**src/rtl/uart_ctrl_pkg.sv**
```systemverilog
// rtl/uart_ctrl_pkg.sv - shared word width and transmit FSM state type for the UART controller
package uart_ctrl_pkg;

  localparam int DATA_BITS = 32;

  typedef enum logic [1:0] {
    IDLE,
    ISSUE,
    WAIT_BUSY,
    WAIT_DONE
  } state_t;

endpackage

```
**src/rtl/uart_tx_arbiter_rr_arbiter.sv**
```systemverilog
// rtl/uart_tx_arbiter_rr_arbiter.sv - round-robin winner pick with a registered rotating pointer
module rr_arbiter #(
  parameter int N = 4,
  localparam int IDW = $clog2(N)
) (
  input  logic           clk,
  input  logic           rst_n,
  input  logic [N-1:0]   i_req,
  input  logic           i_advance,
  output logic [N-1:0]   o_grant,
  output logic [IDW-1:0] o_id
);

  logic [IDW-1:0] r_ptr;
  logic [IDW:0]   w_idx;
  logic           w_found;

  // Scan upward from the pointer with wrap; the first set request wins.
  always_comb begin
    o_grant = '0;
    o_id    = '0;
    w_found = 1'b0;
    w_idx   = '0;
    for (int i = 0; i < N; i++) begin
      w_idx = {1'b0, r_ptr} + (IDW+1)'(i);
      if (w_idx >= (IDW+1)'(N)) w_idx = w_idx - (IDW+1)'(N);
      if (!w_found && i_req[w_idx[IDW-1:0]]) begin
        w_found                   = 1'b1;
        o_grant[w_idx[IDW-1:0]]   = 1'b1;
        o_id                      = w_idx[IDW-1:0];
      end
    end
  end

  always_ff @(posedge clk or negedge rst_n) begin
    if (!rst_n) begin
      r_ptr <= '0;
    end else if (i_advance) begin
      r_ptr <= (o_id == IDW'(N-1)) ? '0 : o_id + IDW'(1);
    end
  end

endmodule

```
**src/rtl/uart_tx_arbiter.sv**
```systemverilog
// rtl/uart_tx_arbiter.sv - shares one UART transmitter among NUM_REQ requesters, reports done/timeout per word
module uart_tx_arbiter
  import uart_ctrl_pkg::*;
#(
  parameter int NUM_REQ      = 4,
  parameter int DATA_BITS    = uart_ctrl_pkg::DATA_BITS,
  parameter int BUSY_TIMEOUT = 64,
  parameter int IDW          = $clog2(NUM_REQ)
) (
  input  logic                         clk,
  input  logic                         reset,
  input  logic [NUM_REQ-1:0]           req_valid,
  input  logic [NUM_REQ*DATA_BITS-1:0] req_data,
  output logic [NUM_REQ-1:0]           req_ready,
  output logic [DATA_BITS-1:0]         uart_tx_data,
  output logic                         uart_tx_req,
  input  logic                         uart_tx_busy,
  output logic                         done_valid,
  output logic [IDW-1:0]               done_id,
  output logic                         done_err,
  output logic                         busy
);

  localparam int CW = $clog2(BUSY_TIMEOUT + 1);

  state_t               r_state;
  state_t               w_state_nxt;
  logic [CW-1:0]        r_cnt;
  logic [DATA_BITS-1:0] r_data;
  logic [IDW-1:0]       r_id;
  logic [IDW-1:0]       r_last_id;
  logic [IDW-1:0]       w_win_id;
  logic [NUM_REQ-1:0]   w_grant;
  logic                 w_grant_go;
  logic                 w_done;
  logic                 w_err;

  rr_arbiter #(.N(NUM_REQ)) u_rr (
    .clk       (clk),
    .rst_n     (reset),
    .i_req     (req_valid),
    .i_advance (w_grant_go),
    .o_grant   (w_grant),
    .o_id      (w_win_id)
  );

  always_comb begin
    w_state_nxt = r_state;
    w_grant_go  = 1'b0;
    w_done      = 1'b0;
    w_err       = 1'b0;
    case (r_state)
      IDLE: begin
        if (|req_valid && !uart_tx_busy) begin
          w_grant_go  = 1'b1;
          w_state_nxt = ISSUE;
        end
      end
      ISSUE: w_state_nxt = WAIT_BUSY;
      WAIT_BUSY: begin
        if (uart_tx_busy) begin
          w_state_nxt = WAIT_DONE;
        end else if (r_cnt == CW'(BUSY_TIMEOUT - 1)) begin
          w_done      = 1'b1;
          w_err       = 1'b1;
          w_state_nxt = IDLE;
        end
      end
      WAIT_DONE: begin
        if (!uart_tx_busy) begin
          w_done      = 1'b1;
          w_state_nxt = IDLE;
        end
      end
      default: w_state_nxt = IDLE;
    endcase
  end

  always_ff @(posedge clk or negedge reset) begin
    if (!reset) begin
      r_state   <= IDLE;
      r_cnt     <= '0;
      r_data    <= '0;
      r_id      <= '0;
      r_last_id <= '0;
    end else begin
      r_state <= w_state_nxt;
      if (w_grant_go) begin
        r_data <= req_data[int'(w_win_id) * DATA_BITS +: DATA_BITS];
        r_id   <= w_win_id;
      end
      if (r_state == ISSUE) begin
        r_cnt <= '0;
      end else if (r_state == WAIT_BUSY && !uart_tx_busy) begin
        r_cnt <= r_cnt + CW'(1);
      end
      if (w_done) r_last_id <= r_id;
    end
  end

  // req_ready is combinational from the grant, so it is gated while reset is held.
  assign req_ready    = (w_grant_go && reset) ? w_grant : '0;
  assign uart_tx_data = r_data;
  assign uart_tx_req  = (r_state == ISSUE);
  assign done_valid   = w_done;
  assign done_err     = w_err;
  assign done_id      = w_done ? r_id : r_last_id;
  assign busy         = (r_state != IDLE);

endmodule

```
**config.mk**
```make
export PLATFORM = sky130hd
export DESIGN_NAME = uart_tx_arbiter
export DESIGN_NICKNAME = d
export VERILOG_FILES = /design/src/rtl/uart_ctrl_pkg.sv /design/src/rtl/uart_tx_arbiter_rr_arbiter.sv /design/src/rtl/uart_tx_arbiter.sv
export SDC_FILE = /design/constraint.sdc
export NUM_CORES = 1
export LEC_CHECK = 0
export ABC_AREA = 1
export ABC_CLOCK_PERIOD_IN_PS = 6100
export CAP_MARGIN = 5
export CORE_ASPECT_RATIO = 0.7
export CORE_MARGIN = 3
export CORE_UTILIZATION = 47
export CTS_BUF_LIST = sky130_fd_sc_hd__clkbuf_16
export DETAILED_ROUTE_END_ITERATION = 16
export PLACE_DENSITY = 0.86
export SYNTH_ARGS = -nofsm -noshare
export SYNTH_HDL_FRONTEND = slang
export SYNTH_SLANG_ARGS = --single-unit
```
**constraint.sdc**
```tcl
create_clock -name clk -period 6.1 [get_ports clk]
set_clock_uncertainty 0.1 [all_clocks]
set_input_delay 1.22 -clock clk [delete_from_list [all_inputs] [get_ports clk]]
set_output_delay 1.22 -clock clk [all_outputs]
set_load 0.01 [all_outputs]
```
Word-level counts from Yosys, hierarchy flattened
Index checks and enable logic that the tools add are counted.
{ "word_totals": {"register_bits": 47} }
{ "classes": {"reduce_logical": 19, "eq_ne": 8, "mux": 48, "magnitude_cmp": 12, "n_shift": 1, "bitwise": 3, "addsub": 9} }
{ "ops": {"columns": ["op", "n"], "rows": [
  ["$shiftx A128 B8 Y32", 1],
  ["$mux W2", 14],
  ["$mux W4", 5],
  ["$mux W1", 17],
  ["$mux W7", 2],
  ["$lt A2 B3 Y1 const B", 4],
  ["$or A4 B4 Y4", 3],
  ["$logic_and A1 B1 Y1", 10],
  ["$ge A3 B3 Y1 const B", 3],
  ["$bmux W1 S2", 4],
  ["$demux W1 S2", 4],
  ["$ge A2 B1 Y1 const B", 4],
  ["$pmux W2 S4", 1],
  ["$sub A2 B1 Y2 const B", 4],
  ["$add A7 B1 Y7 const B", 1],
  ["$eq A7 B6 Y1 const B", 1],
  ["$add A2 B2 Y3 const B", 2],
  ["$eq A2 B2 Y1 const B", 3],
  ["$logic_not A1 Y1", 4],
  ["$ne A2 B2 Y1 const B", 2],
  ["$reduce_bool A2 Y1", 2],
  ["$reduce_or A4 Y1", 1],
  ["$add A2 B1 Y3 const B", 1],
  ["$ge A2 B3 Y1 const B", 1],
  ["6 further kinds", 6]
]} }

Logic depth before layout (Yosys ltp)
Gate-level depths: netlist of the first run.
{ "depth": {"word_depth": 16, "ltp_mapped": 18} }

Cells and area by module
Synthesis of the first run repeated with hierarchy kept, for this count alone.
{ "hier_totals": {"cells_unflattened": 542, "area_unflattened_um2": 3502.1} }
{ "modules_own_cells": {"columns": ["mod", "cells_each", "n_inst", "area_each_um2", "seq_area_each_um2"], "rows": [
  ["uart_tx_arbiter", 445, 1, 2871.5, 1126.1],
  ["rr_arbiter", 97, 1, 630.6, 50.0]
]} }

Worst setup path before layout of the first run
Ideal clock, no wire load.
{ "synth_path": {"path_kind": "input to output", "startpoint": "input port uart_tx_busy", "endpoint": "output port req_ready[3]", "slack_ps": 2620, "arrival_ps": 2160, "t_required_ps": 4780, "path_stages": 6, "n_path_buf": 1, "cell_sequence": "nor3_2 inv_1 buf_2 nor2_1 o21ai_0 inv_1"} }
{ "synth_between": {"elab_chain_cells": 6} }
{ "synth_rtl": {"columns": ["item", "line_no", "rtl"], "rows": [
  ["start, declared", "uart_tx_arbiter.sv:17", "input logic uart_tx_busy,"],
  ["$logic_not A1 Y1", "uart_tx_arbiter.sv:54", "if (|req_valid && !uart_tx_busy) begin"],
  ["$logic_and A1 B1 Y1", "uart_tx_arbiter.sv:54", null],
  ["$mux W1", "uart_tx_arbiter.sv:54", null],
  ["$mux W1", "uart_tx_arbiter.sv:52", "case (r_state)"],
  ["$logic_and A1 B1 Y1", "uart_tx_arbiter.sv:102", "assign req_ready = (w_grant_go && reset) ? w_grant : '0;"],
  ["$mux W4", "uart_tx_arbiter.sv:102", null],
  ["end, declared", "uart_tx_arbiter.sv:14", "output logic [NUM_REQ-1:0] req_ready,"]
]} }
No other way between the ends.

Final worst setup path of the first run
{ "layout_path": {"startpoint": "input port req_valid[3]", "endpoint": "output port req_ready[3]"} }
{ "layout_between": {"elab_chain_cells": 13} }
{ "layout_rtl": {"columns": ["item", "line_no", "rtl"], "rows": [
  ["start, declared", "uart_tx_arbiter.sv:12", "input logic [NUM_REQ-1:0] req_valid,"],
  ["$bmux W1 S2", "uart_tx_arbiter_rr_arbiter.sv:27", "if (!w_found && i_req[w_idx[IDW-1:0]]) begin"],
  ["$mux W1 (not written as such)", "uart_tx_arbiter_rr_arbiter.sv:27", null],
  ["$mux W1", "uart_tx_arbiter_rr_arbiter.sv:27", null],
  ["$logic_not A1 Y1", "uart_tx_arbiter_rr_arbiter.sv:27", null],
  ["$logic_and A1 B1 Y1", "uart_tx_arbiter_rr_arbiter.sv:27", null],
  ["$mux W1", "uart_tx_arbiter_rr_arbiter.sv:27", null],
  ["$logic_not A1 Y1", "uart_tx_arbiter_rr_arbiter.sv:27", null],
  ["$logic_and A1 B1 Y1", "uart_tx_arbiter_rr_arbiter.sv:27", null],
  ["$mux W1", "uart_tx_arbiter_rr_arbiter.sv:27", null],
  ["$logic_not A1 Y1", "uart_tx_arbiter_rr_arbiter.sv:27", null],
  ["$logic_and A1 B1 Y1", "uart_tx_arbiter_rr_arbiter.sv:27", null],
  ["$mux W4", "uart_tx_arbiter_rr_arbiter.sv:27", null],
  ["$mux W4 (*)", "uart_tx_arbiter.sv:102", null]
]} }
Every way passes the cells marked *; elsewhere a longest branch is shown, timed or not. The select of a mux whose other input is x is not followed.

==> flow_metrics.env, run 1 <==
export IMPL_clkTransAtPathRegs_ns=0.06
export IMPL_power_leakage_nw=3.29
export IMPL_cts_resized=0
export IMPL_dpl_worst_slack_ns=1.34
export IMPL_ff2ff_path_depth=13
export IMPL_vias=4712
export IMPL_totalWireLength_um=12500
export IMPL_clock_root_buffer="clkbuf_16"
export IMPL_finalSetupViolCount=0
export IMPL_grt_overflow_total=0
export IMPL_synthesis_instances=675
export IMPL_worstHoldStart="uart_tx_data[30]"
export IMPL_clk_insertion_delay_late_ns=0.28
export IMPL_worstReg2RegStart="u_rr.r_ptr[0]"
export IMPL_synth_lib_cells_used_distinct=33
export IMPL_grt_pass1_vias=4489
export IMPL_finalWorstSetupSlack_ns=1.35
export IMPL_ir_drop_v=0.000489
export IMPL_hold_path_class="flip-flop to flip-flop"
export IMPL_final_seq_area_um2=1180
export IMPL_dr_pass1_iters=5
export IMPL_routed_wire_length_per_instance_um=13.2
export IMPL_ys_seq_area_frac=0.286
export IMPL_power_density_nw_per_um2=543
export IMPL_syn_to_final_growth_pct=45.3
export IMPL_grt_pass1_wl_um=21100
export IMPL_max_cap_violations=0
export IMPL_crit_path_max_fanout=34
export IMPL_mostFrequentLayoutCell="nand2_1"
export IMPL_floorplan_rows=27
export IMPL_cts_htree_levels=2
export IMPL_yosys_area_top_type="dfrtp_1"
export IMPL_synthesis_area_um2=4110
export IMPL_yosysWarnings=0
export IMPL_num_nets_final=971
export IMPL_r2r_slack_ns=2.63
export IMPL_startpoint_type="input port"
export IMPL_cp_arrival_ns=3.43
export IMPL_grt_usage=0.252
export IMPL_die_area_um2=9910
export IMPL_post_route_cells_drive_above_1_share=0.0507
export IMPL_place_detailed_instances=937
export IMPL_buffer_ports_inserted=176
export IMPL_antenna_violating_nets_post_route=0
export IMPL_chipWidth_um=118
export IMPL_detail_route_drc_violations=0
export IMPL_multi_input_comb_area_um2=2120
export IMPL_post_cts_repair_setup_buffers=0
export IMPL_io_pin_count=177
export IMPL_period_share=0.778
export IMPL_synthTopCellsByArea="dfrtp_1, nand2_1, nand3_1"
export IMPL_depth_of_the_worst_hold_timing_path=2
export IMPL_finalSetupTns_ns=0
export IMPL_max_freq_mhz=211
export IMPL_timing_critical_path_to_type="output port"
export IMPL_clkSinkCount=47
export IMPL_mostFrequentLayoutCells="nand2_1, clkdlybuf4s50_1, inv_1, nand3_1, dfrtp_1"
export IMPL_synth_avg_cell_area_um2=6.08
export IMPL_detail_route_iter0_violations=352
export IMPL_finalCriticalPeriod_ns=4.75
export IMPL_initial_utilization=0.502
export IMPL_maxSlewViolCount=0
export IMPL_clk_path_buf_depth=2
export IMPL_rsz0062_at_grt="no"
export IMPL_yosys_area_top_type_share=0.286
export IMPL_fp_coreArea_um2=8180
export IMPL_hold_path_end="uart_tx_data[30]"
export IMPL_height_of_the_die_um=84.2
export IMPL_filler_cell_count=673
export IMPL_dp_final_hpwl_um=9220
export IMPL_finalNonFillerCells=945
export IMPL_synthesis_nets=818
export IMPL_drt_vias_per_instance=4.99
export IMPL_worstSetupPathType="input port to output port"
export IMPL_run_status="complete, no violations"
export IMPL_tritoncts="yes"
export IMPL_insertedDiodeCount=0
export IMPL_worst_r2r_endpoint="uart_tx_data[3]"
export IMPL_cts_hold_repair_buffers=0
export IMPL_grt_max_degree=67
export IMPL_power_total_mw=3.24
export IMPL_timing_critical_path_required_ns=4.78
export IMPL_globalplace_congestion=0.854
export IMPL_max_slew_worst_pin_slew_ns=1.18
export IMPL_slew_limit_headroom=0.212
export IMPL_final_hold_viol_count=0
export IMPL_total_clock_buffers_created_by_cts=5
export IMPL_yosys_register_bits=47
export IMPL_antenna_violations_before_repair=0
-- critical path, stage by stage --
cell,delay [ns]
clkdlybuf4s50_1,0.55
nor4_1,0.13
nor3_4,0.11
buf_4,0.36
inv_1,0.11
nor2_1,0.23
o21ai_0,0.13
inv_1,0.06
clkdlybuf4s50_1,0.52
-- layout make-up --
cell class	count	area share
multi-input cells	442	0.355
inverters	151	0.0958
flip-flops and latches	47	0.197
repair buffers	181	0.301
clock buffers	5	0.0210
well taps	116	0.0243
clock inverters	3	0.00650
-- Yosys cell counts --
cell and number:
a21oi_1 9, a22o_1 1, a22oi_1 2, a31oi_1 1, buf_2 14, buf_4 3
buf_6 13, clkbuf_1 5, dfrtp_1 47, ha_1 8, inv_1 147, inv_2 3
inv_6 1, nand2_1 231, nand2_2 7, nand2_4 3, nand3_1 131, nand3_2 9
nand4_1 4, nand4_2 1, nor2_1 12, nor2_2 1, nor2_4 1, nor2_8 1
nor3_1 2, nor3_2 1, nor4_1 1, o211ai_1 1, o21ai_0 10, o21ai_1 1
o21bai_1 1, o22ai_1 2, or2_2 1
-- power breakdown --
part           leakage [nW]  internal [mW]  switching (mW)
Combinational          2.62          0.882            1.52
Clock                0.0812          0.191           0.109
Sequential            0.591          0.445          0.0951
-- per-layer routing --
metal / global-route usage / share of wire / routed length (um) / vias up
met4: 0.0521 / 0.0078 / 98 / 0
met1: 0.320 / 0.42 / 5310 / 2138
li1: - / - / - / 2354
met3: 0.0646 / 0.084 / 1050 / 12
met5: 0 / 0 / 0 / -
met2: 0.437 / 0.48 / 6050 / 208
-- logic make-up after synthesis --
group                    after synthesis  synth area share
flip-flops                            47             0.286
adder cells (fa/ha/maj)                8            0.0244
buffers and inverters                186             0.202
AND/OR/NAND/NOR                      406             0.449
AO/OA/AOI/OAI                         28            0.0384
-- state kept, by name, summed over array words and instances, names as in the netlist --
| register | cells |
|---|---|
| r_state | 2 |
| uart_tx_data | 32 |
| r_id | 2 |
| u_rr.r_ptr | 2 |
| r_cnt | 7 |
| r_last_id | 2 |
-- metrics by stage --
stage | hold WS (ns) | utilization | area, um^2
after CTS | 0.374 | 0.730 | 5970
after detailed placement | 0.364 | 0.710 | 5800
after global placement | 0.350 | 0.710 | 5800
after global routing | 0.399 | 0.730 | 5970
after floorplan | 0.333 | - | 4110
final | 0.378 | 0.730 | 5970
-- worst max path at each step --
stage / start / end / slack, ns
6_report: req_valid[3] / req_ready[3] / 1.35
5_1_grt: req_valid[3] / req_ready[3] / 1.12
4_1_cts: req_valid[3] / req_ready[3] / 1.33
3_5_place_dp: req_valid[3] / req_ready[3] / 1.34
3_3_place_gp: req_valid[3] / req_ready[3] / 1.37
2_1_floorplan: uart_tx_busy / req_ready[3] / 2.62
Power figures use the tool's default switching activity.
==> run 2: changes to the inputs <==
- ABC_CLOCK_PERIOD_IN_PS: 6100 -> 4400
- CORE_UTILIZATION: 47 -> 44
- PLACE_DENSITY: 0.86 -> 0.81
- clock period: 6.1 -> 4.4 ns (I/O delays scaled with it)
==> run 2 against run 1 <==
  * Clock power rose by 61%
  * Via count is 0.64% lower
  * First-iteration DRC count decreased by 23%
  * Final area is 1.0% higher
  * Register-to-register slack worse by 1.7 ns
  * Hold slack got worse by 0.0043 ns
  * Non-clock buffer count grew 2
  * Sequential power grew 40%
  * Critical path depth rose by 5
==> flow_metrics.env, run 2 (synthesis results as in run 1) <==
export IMPL_run_status="complete, no violations"
export IMPL_chipWidth_um=121
export IMPL_finalCriticalPeriod_ns=4.07
export IMPL_cp_arrival_ns=3.09
export IMPL_dr_pass1_iters=5
export IMPL_finalSetupViolCount=0
export IMPL_cell_internal_pwr_mw=2.20
export IMPL_hold_path_class="flip-flop to flip-flop"
export IMPL_worstSetupPathType="flip-flop to output port"
export IMPL_total_clock_buffers_created_by_cts=5
export IMPL_syn_to_final_growth_pct=46.8
export IMPL_clk_path_buf_depth=2
export IMPL_antenna_violating_nets_post_route=0
export IMPL_timing_critical_path_to_type="output port"
export IMPL_power_leakage_nw=3.31
export IMPL_routed_wire_length_per_instance_um=13.3
export IMPL_totalWireLength_um=12600
export IMPL_fp_coreArea_um2=8760
export IMPL_postLayoutCellArea_um2=6030
export IMPL_grt_max_degree=65
export IMPL_power_density_nw_per_um2=762
export IMPL_ir_drop_v=0.000610
export IMPL_globalplace_congestion=0.873
export IMPL_dp_final_hpwl_um=9530
export IMPL_startpoint_type="flip-flop"
export IMPL_tritoncts="yes"
export IMPL_clk_insertion_delay_late_ns=0.28
export IMPL_power_net_switching_mw=2.40
export IMPL_worstPathCellList="inv_6 -> ha_1 -> inv_1 -> nand3_2 -> nand2_4 -> inv_2 -> nor2_8 -> nand2_2 -> inv_1 -> nand3_1 -> nand2_1 -> nand2_1 -> inv_1 -> clkdlybuf4s50_1"
export IMPL_mostFrequentLayoutCells="nand2_1, clkdlybuf4s50_1, inv_1, nand3_1, dfrtp_1"
export IMPL_initial_utilization=0.469
export IMPL_insertedDiodeCount=0
export IMPL_p_clk_frac=0.105
export IMPL_timing_critical_path_required_ns=3.42
export IMPL_grt_overflow_total=0
export IMPL_floorplan_rows=28
export IMPL_vias=4682
export IMPL_combinational_fraction_of_design_power=0.731
export IMPL_clkTransAtPathRegs_ns=0.07
export IMPL_critical_path_max_stage_delay_ns=0.69
export IMPL_sequentialPowerShare=0.164
export IMPL_critical_path_top_delay_family="buffers and inverters"
export IMPL_period_share=0.924
export IMPL_max_slew_worst_pin_slew_ns=0.683
export IMPL_grt_pass1_vias=4585
export IMPL_clock_root_buffer="clkbuf_16"
export IMPL_path_common_cell="inv_1"
export IMPL_die_area_um2=10500
export IMPL_max_freq_mhz=246
export IMPL_slew_limit_headroom=0.540
export IMPL_detail_route_iter0_violations=270
export IMPL_buffer_ports_inserted=176
export IMPL_crit_path_max_fanout=12
export IMPL_grt_usage=0.241
export IMPL_filler_cell_count=748
export IMPL_drt_vias_per_instance=4.92
export IMPL_post_route_cells_drive_above_1_share=0.0542
export IMPL_cts_htree_levels=2
export IMPL_num_nets_final=973
export IMPL_cp_num_buf_inv=6
export IMPL_maxSlewViolCount=0
export IMPL_largest_register_ffs=32
export IMPL_cts_hold_repair_buffers=0
export IMPL_crit_path_top_delay_cell="dfrtp_1"
export IMPL_clkSinkCount=47
export IMPL_finalSetupTns_ns=0
export IMPL_detail_route_drc_violations=0
export IMPL_final_hold_viol_count=0
export IMPL_max_cap_violations=0
export IMPL_dpl_instance_area_um2=5840
export IMPL_height_of_the_die_um=86.8
export IMPL_mostFrequentLayoutCell="nand2_1"
export IMPL_post_cts_repair_setup_buffers=0
export IMPL_p_sw_frac=0.522
export IMPL_grt_pass1_wl_um=21000
export IMPL_cts_resized=0
export IMPL_io_pin_count=177
export IMPL_antenna_violations_before_repair=0
export IMPL_rsz0062_at_grt="no"
run 2: changes by cell type in the layout (fill, tap and decap cells not counted):
cell        before  now
buf_12           0    1
clkinv_2         1    0
clkinv_1         1    0
bufinv_16        1    2
buf_4            5    6
clkinvlp_4       0    1
run 2: per-layer routing:
layer / part of all wire / track usage / vias to the layer above / wire length, um
li1: - / - / 2355 / -
met1: 0.42 / 0.300 / 2073 / 5290
met2: 0.47 / 0.416 / 227 / 5940
met3: 0.090 / 0.0568 / 27 / 1140
met4: 0.022 / 0.0753 / 0 / 272
met5: 0 / 0 / - / 0
run 2: final cells by class:
cell class | instances | area [um^2] | share of cell area
clock buffers | 5 | 125 | 0.0208
flip-flops and latches | 47 | 1180 | 0.195
repair buffers | 183 | 1820 | 0.302
well taps | 120 | 150 | 0.0249
clock inverters | 3 | 67.6 | 0.0112
multi-input cells | 442 | 2120 | 0.351
inverters | 151 | 572 | 0.0949
run 2: power by group through the flow:
stage          Clock (mW)  Sequential, mW  Combinational (mW)
6_report            0.484           0.754                3.36
2_1_floorplan           0           0.783                2.52
4_1_cts             0.493           0.751                3.36
3_5_place_dp            0           0.753                3.34
3_3_place_gp            0           0.746                3.22
5_1_grt             0.512           0.773                3.76
run 2: worst register-to-register path, cell delays in order, from the launching register on:
cell	delay, ns
dfrtp_1	0.69
inv_6	0.13
ha_1	0.41
inv_1	0.12
nand3_2	0.11
nand2_4	0.11
inv_2	0.07
nor2_8	0.14
nand4_4	0.36
nand2_2	0.41
buf_12	0.27
nand2_1	0.14
nand3_1	0.09
nand2_1	0.07
nand2_1	0.06
nand2_1	0.06
run 2: path summary, 6_finish.rpt:
path | slack, ns | depth (start not counted) | from | end
max | 0.33 | 14 | u_rr.r_ptr[0] | req_ready[0]
min | 0.37 | 1 | r_cnt[5] | r_cnt[5]
max reg2reg | 0.96 | 15 | u_rr.r_ptr[0] | uart_tx_data[7]
min reg2reg | 0.37 | 1 | r_cnt[5] | r_cnt[5]
max in group asynchronous | 3.19 | 2 | reset | uart_tx_data[15]
min in group asynchronous | 0.60 | 2 | reset | uart_tx_data[24]
run 2: metrics by stage:
stage | utilization | power, mW | std cells | setup WS [ns] | hold slack, ns
6_report | 0.688 | 4.60 | 951 | 0.333 | 0.374
5_1_grt | 0.688 | 5.05 | 951 | 0.193 | 0.398
4_1_cts | 0.688 | 4.60 | 951 | 0.392 | 0.375
3_5_place_dp | 0.666 | 4.10 | 943 | 0.443 | 0.364
3_3_place_gp | 0.666 | 3.97 | 943 | 0.604 | 0.356
2_1_floorplan | - | 3.30 | 675 | 1.50 | 0.333
==> run 3: changes to the inputs <==
- CELL_PAD_IN_SITES_DETAIL_PLACEMENT: not set -> 1
- CELL_PAD_IN_SITES_GLOBAL_PLACEMENT: not set -> 1
- CORE_UTILIZATION: 44 -> 28
- PLACE_DENSITY: 0.81 -> 0.79
==> run 3 against run 2 <==
  * First-iteration DRC count down 39%
  * Hold slack better by 0.00052 ns
  * Final area up 0.77%
  * Largest cell class unchanged
  * Sequential power down 0.8%
  * Clock power down 21%
  * Worst setup slack better by 0.060 ns
  * Maximum frequency up 1.5%
==> flow_metrics.env, run 3 (synthesis results as in run 1) <==
export IMPL_vias=4630
export IMPL_grtUsageMet2=0.296
export IMPL_finalWorstSetupSlack_ns=0.392
export IMPL_finalSetupViolCount=0
export IMPL_grt_usage=0.187
export IMPL_routed_wire_length_per_instance_um=15.1
export IMPL_clock_root_buffer="clkbuf_16"
export IMPL_num_nets_final=976
export IMPL_r2r_slack_ns=0.80
export IMPL_depth_of_the_worst_hold_timing_path=1
export IMPL_tritoncts="yes"
export IMPL_power_density_nw_per_um2=766
export IMPL_slew_limit_headroom=0.482
export IMPL_max_slew_worst_pin_slew_ns=0.770
export IMPL_clk_insertion_delay_late_ns=0.29
export IMPL_crit_path_max_fanout=12
export IMPL_buffer_ports_inserted=176
export IMPL_grt_util_met3=0.0619
export IMPL_clkSinkCount=47
export IMPL_total_clock_buffers_created_by_cts=5
export IMPL_grt_peak_use_layer="met2"
export IMPL_grt_max_degree=65
export IMPL_finalCriticalPeriod_ns=4.01
export IMPL_dpl_instance_area_um2=5930
export IMPL_postLayoutCellArea_um2=6070
export IMPL_chipWidth_um=151
export IMPL_initial_utilization=0.290
export IMPL_dpl_worst_slack_ns=0.478
export IMPL_timing_critical_path_to_type="output port"
export IMPL_cts_htree_levels=2
export IMPL_post_route_cells_drive_above_1_share=0.0564
export IMPL_grt_pass1_vias=4536
export IMPL_post_layout_util=0.429
export IMPL_timing_hold_ws_ns=0.374
export IMPL_gr_usage_met1=0.258
export IMPL_ir_drop_v=0.000420
export IMPL_syn_to_final_growth_pct=47.9
export IMPL_period_share=0.911
export IMPL_detail_route_iter0_violations=164
export IMPL_run_status="complete, no violations"
export IMPL_cts_resized=0
export IMPL_clk_path_buf_depth=2
export IMPL_cp_arrival_ns=3.03
export IMPL_place_detailed_instances=1016
export IMPL_worstSetupPathType="flip-flop to output port"
export IMPL_clkTransAtPathRegs_ns=0.07
export IMPL_post_cts_repair_setup_buffers=0
export IMPL_timing_critical_path_required_ns=3.42
export IMPL_die_area_um2=16200
export IMPL_detail_route_drc_violations=0
export IMPL_dp_final_hpwl_um=11500
export IMPL_grt_pass1_wl_um=24100
export IMPL_antenna_violations_before_repair=0
export IMPL_power_total_mw=4.65
export IMPL_largest_register_ffs=32
export IMPL_fp_coreArea_um2=14100
export IMPL_max_cap_violations=0
export IMPL_hold_path_end="r_cnt[5]"
export IMPL_finalSetupTns_ns=0
export IMPL_worst_r2r_endpoint="uart_tx_data[5]"
export IMPL_antenna_violating_nets_post_route=0
export IMPL_finalNonFillerCells=1024
export IMPL_startpoint_type="flip-flop"
export IMPL_insertedDiodeCount=0
export IMPL_height_of_the_die_um=107
export IMPL_totalWireLength_um=15400
export IMPL_drt_vias_per_instance=4.52
export IMPL_mostFrequentLayoutCells="nand2_1, clkdlybuf4s50_1, inv_1, nand3_1, dfrtp_1"
export IMPL_cts_hold_repair_buffers=0
export IMPL_grt_overflow_total=0
export IMPL_dr_pass1_iters=4
export IMPL_hold_path_class="flip-flop to flip-flop"
export IMPL_ff2ff_path_depth=15
export IMPL_maxSlewViolCount=0
export IMPL_worstReg2RegStart="u_rr.r_ptr[0]"
export IMPL_max_freq_mhz=250
export IMPL_final_hold_viol_count=0
export IMPL_io_pin_count=177
export IMPL_power_leakage_nw=3.30
export IMPL_mostFrequentLayoutCell="nand2_1"
export IMPL_floorplan_rows=36
export IMPL_rsz0062_at_grt="no"
export IMPL_worstHoldStart="r_cnt[5]"
export IMPL_globalplace_congestion=0.885
export IMPL_filler_cell_count=1865
==> run 3: cell types whose count changed in the layout (fill, tap and decap cells not counted) <==
| cell | change |
|---|---|
| inv_1 | +1 |
| clkinv_2 | +1 |
| buf_12 | -1 |
| bufinv_16 | -2 |
| buf_4 | +4 |
==> run 3: how the worst max path moves through the flow <==
stage	cells after the start	to	start
global placement	13	req_ready[2]	req_valid[3]
CTS	14	req_ready[1]	u_rr.r_ptr[0]
floorplan	10	done_id[0]	r_cnt[0]
finish	14	req_ready[1]	u_rr.r_ptr[0]
detailed placement	13	req_ready[1]	req_valid[3]
global route	11	done_id[1]	r_cnt[0]
==> run 3: power breakdown <==
group,total (mW),switching (mW),internal (mW)
clock,0.380,0.172,0.208
sequential,0.748,0.131,0.617
combinational,3.52,2.25,1.27
total,4.65,2.56,2.09
==> run 3: metal layers <==
layer | wire, um | part of all wire
met5 | 0 | 0
met4 | 13 | 0.00084
met3 | 1310 | 0.085
met2 | 6660 | 0.43
met1 | 7450 | 0.48
==> run 3: final cells by class <==
class	instances	area, um^2	area share
multi-input combinational	442	2120	0.348
timing repair buffer	186	1830	0.302
sequential	47	1180	0.194
inverter	151	572	0.0941
tap	190	238	0.0391
clock buffer	5	125	0.0206
clock inverter	3	16.3	0.00268
==> run 3: critical path, stage by stage (launching register included) <==
cell and delay (ns):
dfrtp_1 0.67, inv_6 0.14, ha_1 0.42, inv_1 0.13, nand3_2 0.10, nand2_4 0.11
inv_2 0.07, nor2_8 0.14, nand2_2 0.07, inv_1 0.10, nand3_1 0.08, nand3_1 0.08
nand2_1 0.05, inv_1 0.05, clkdlybuf4s50_1 0.52
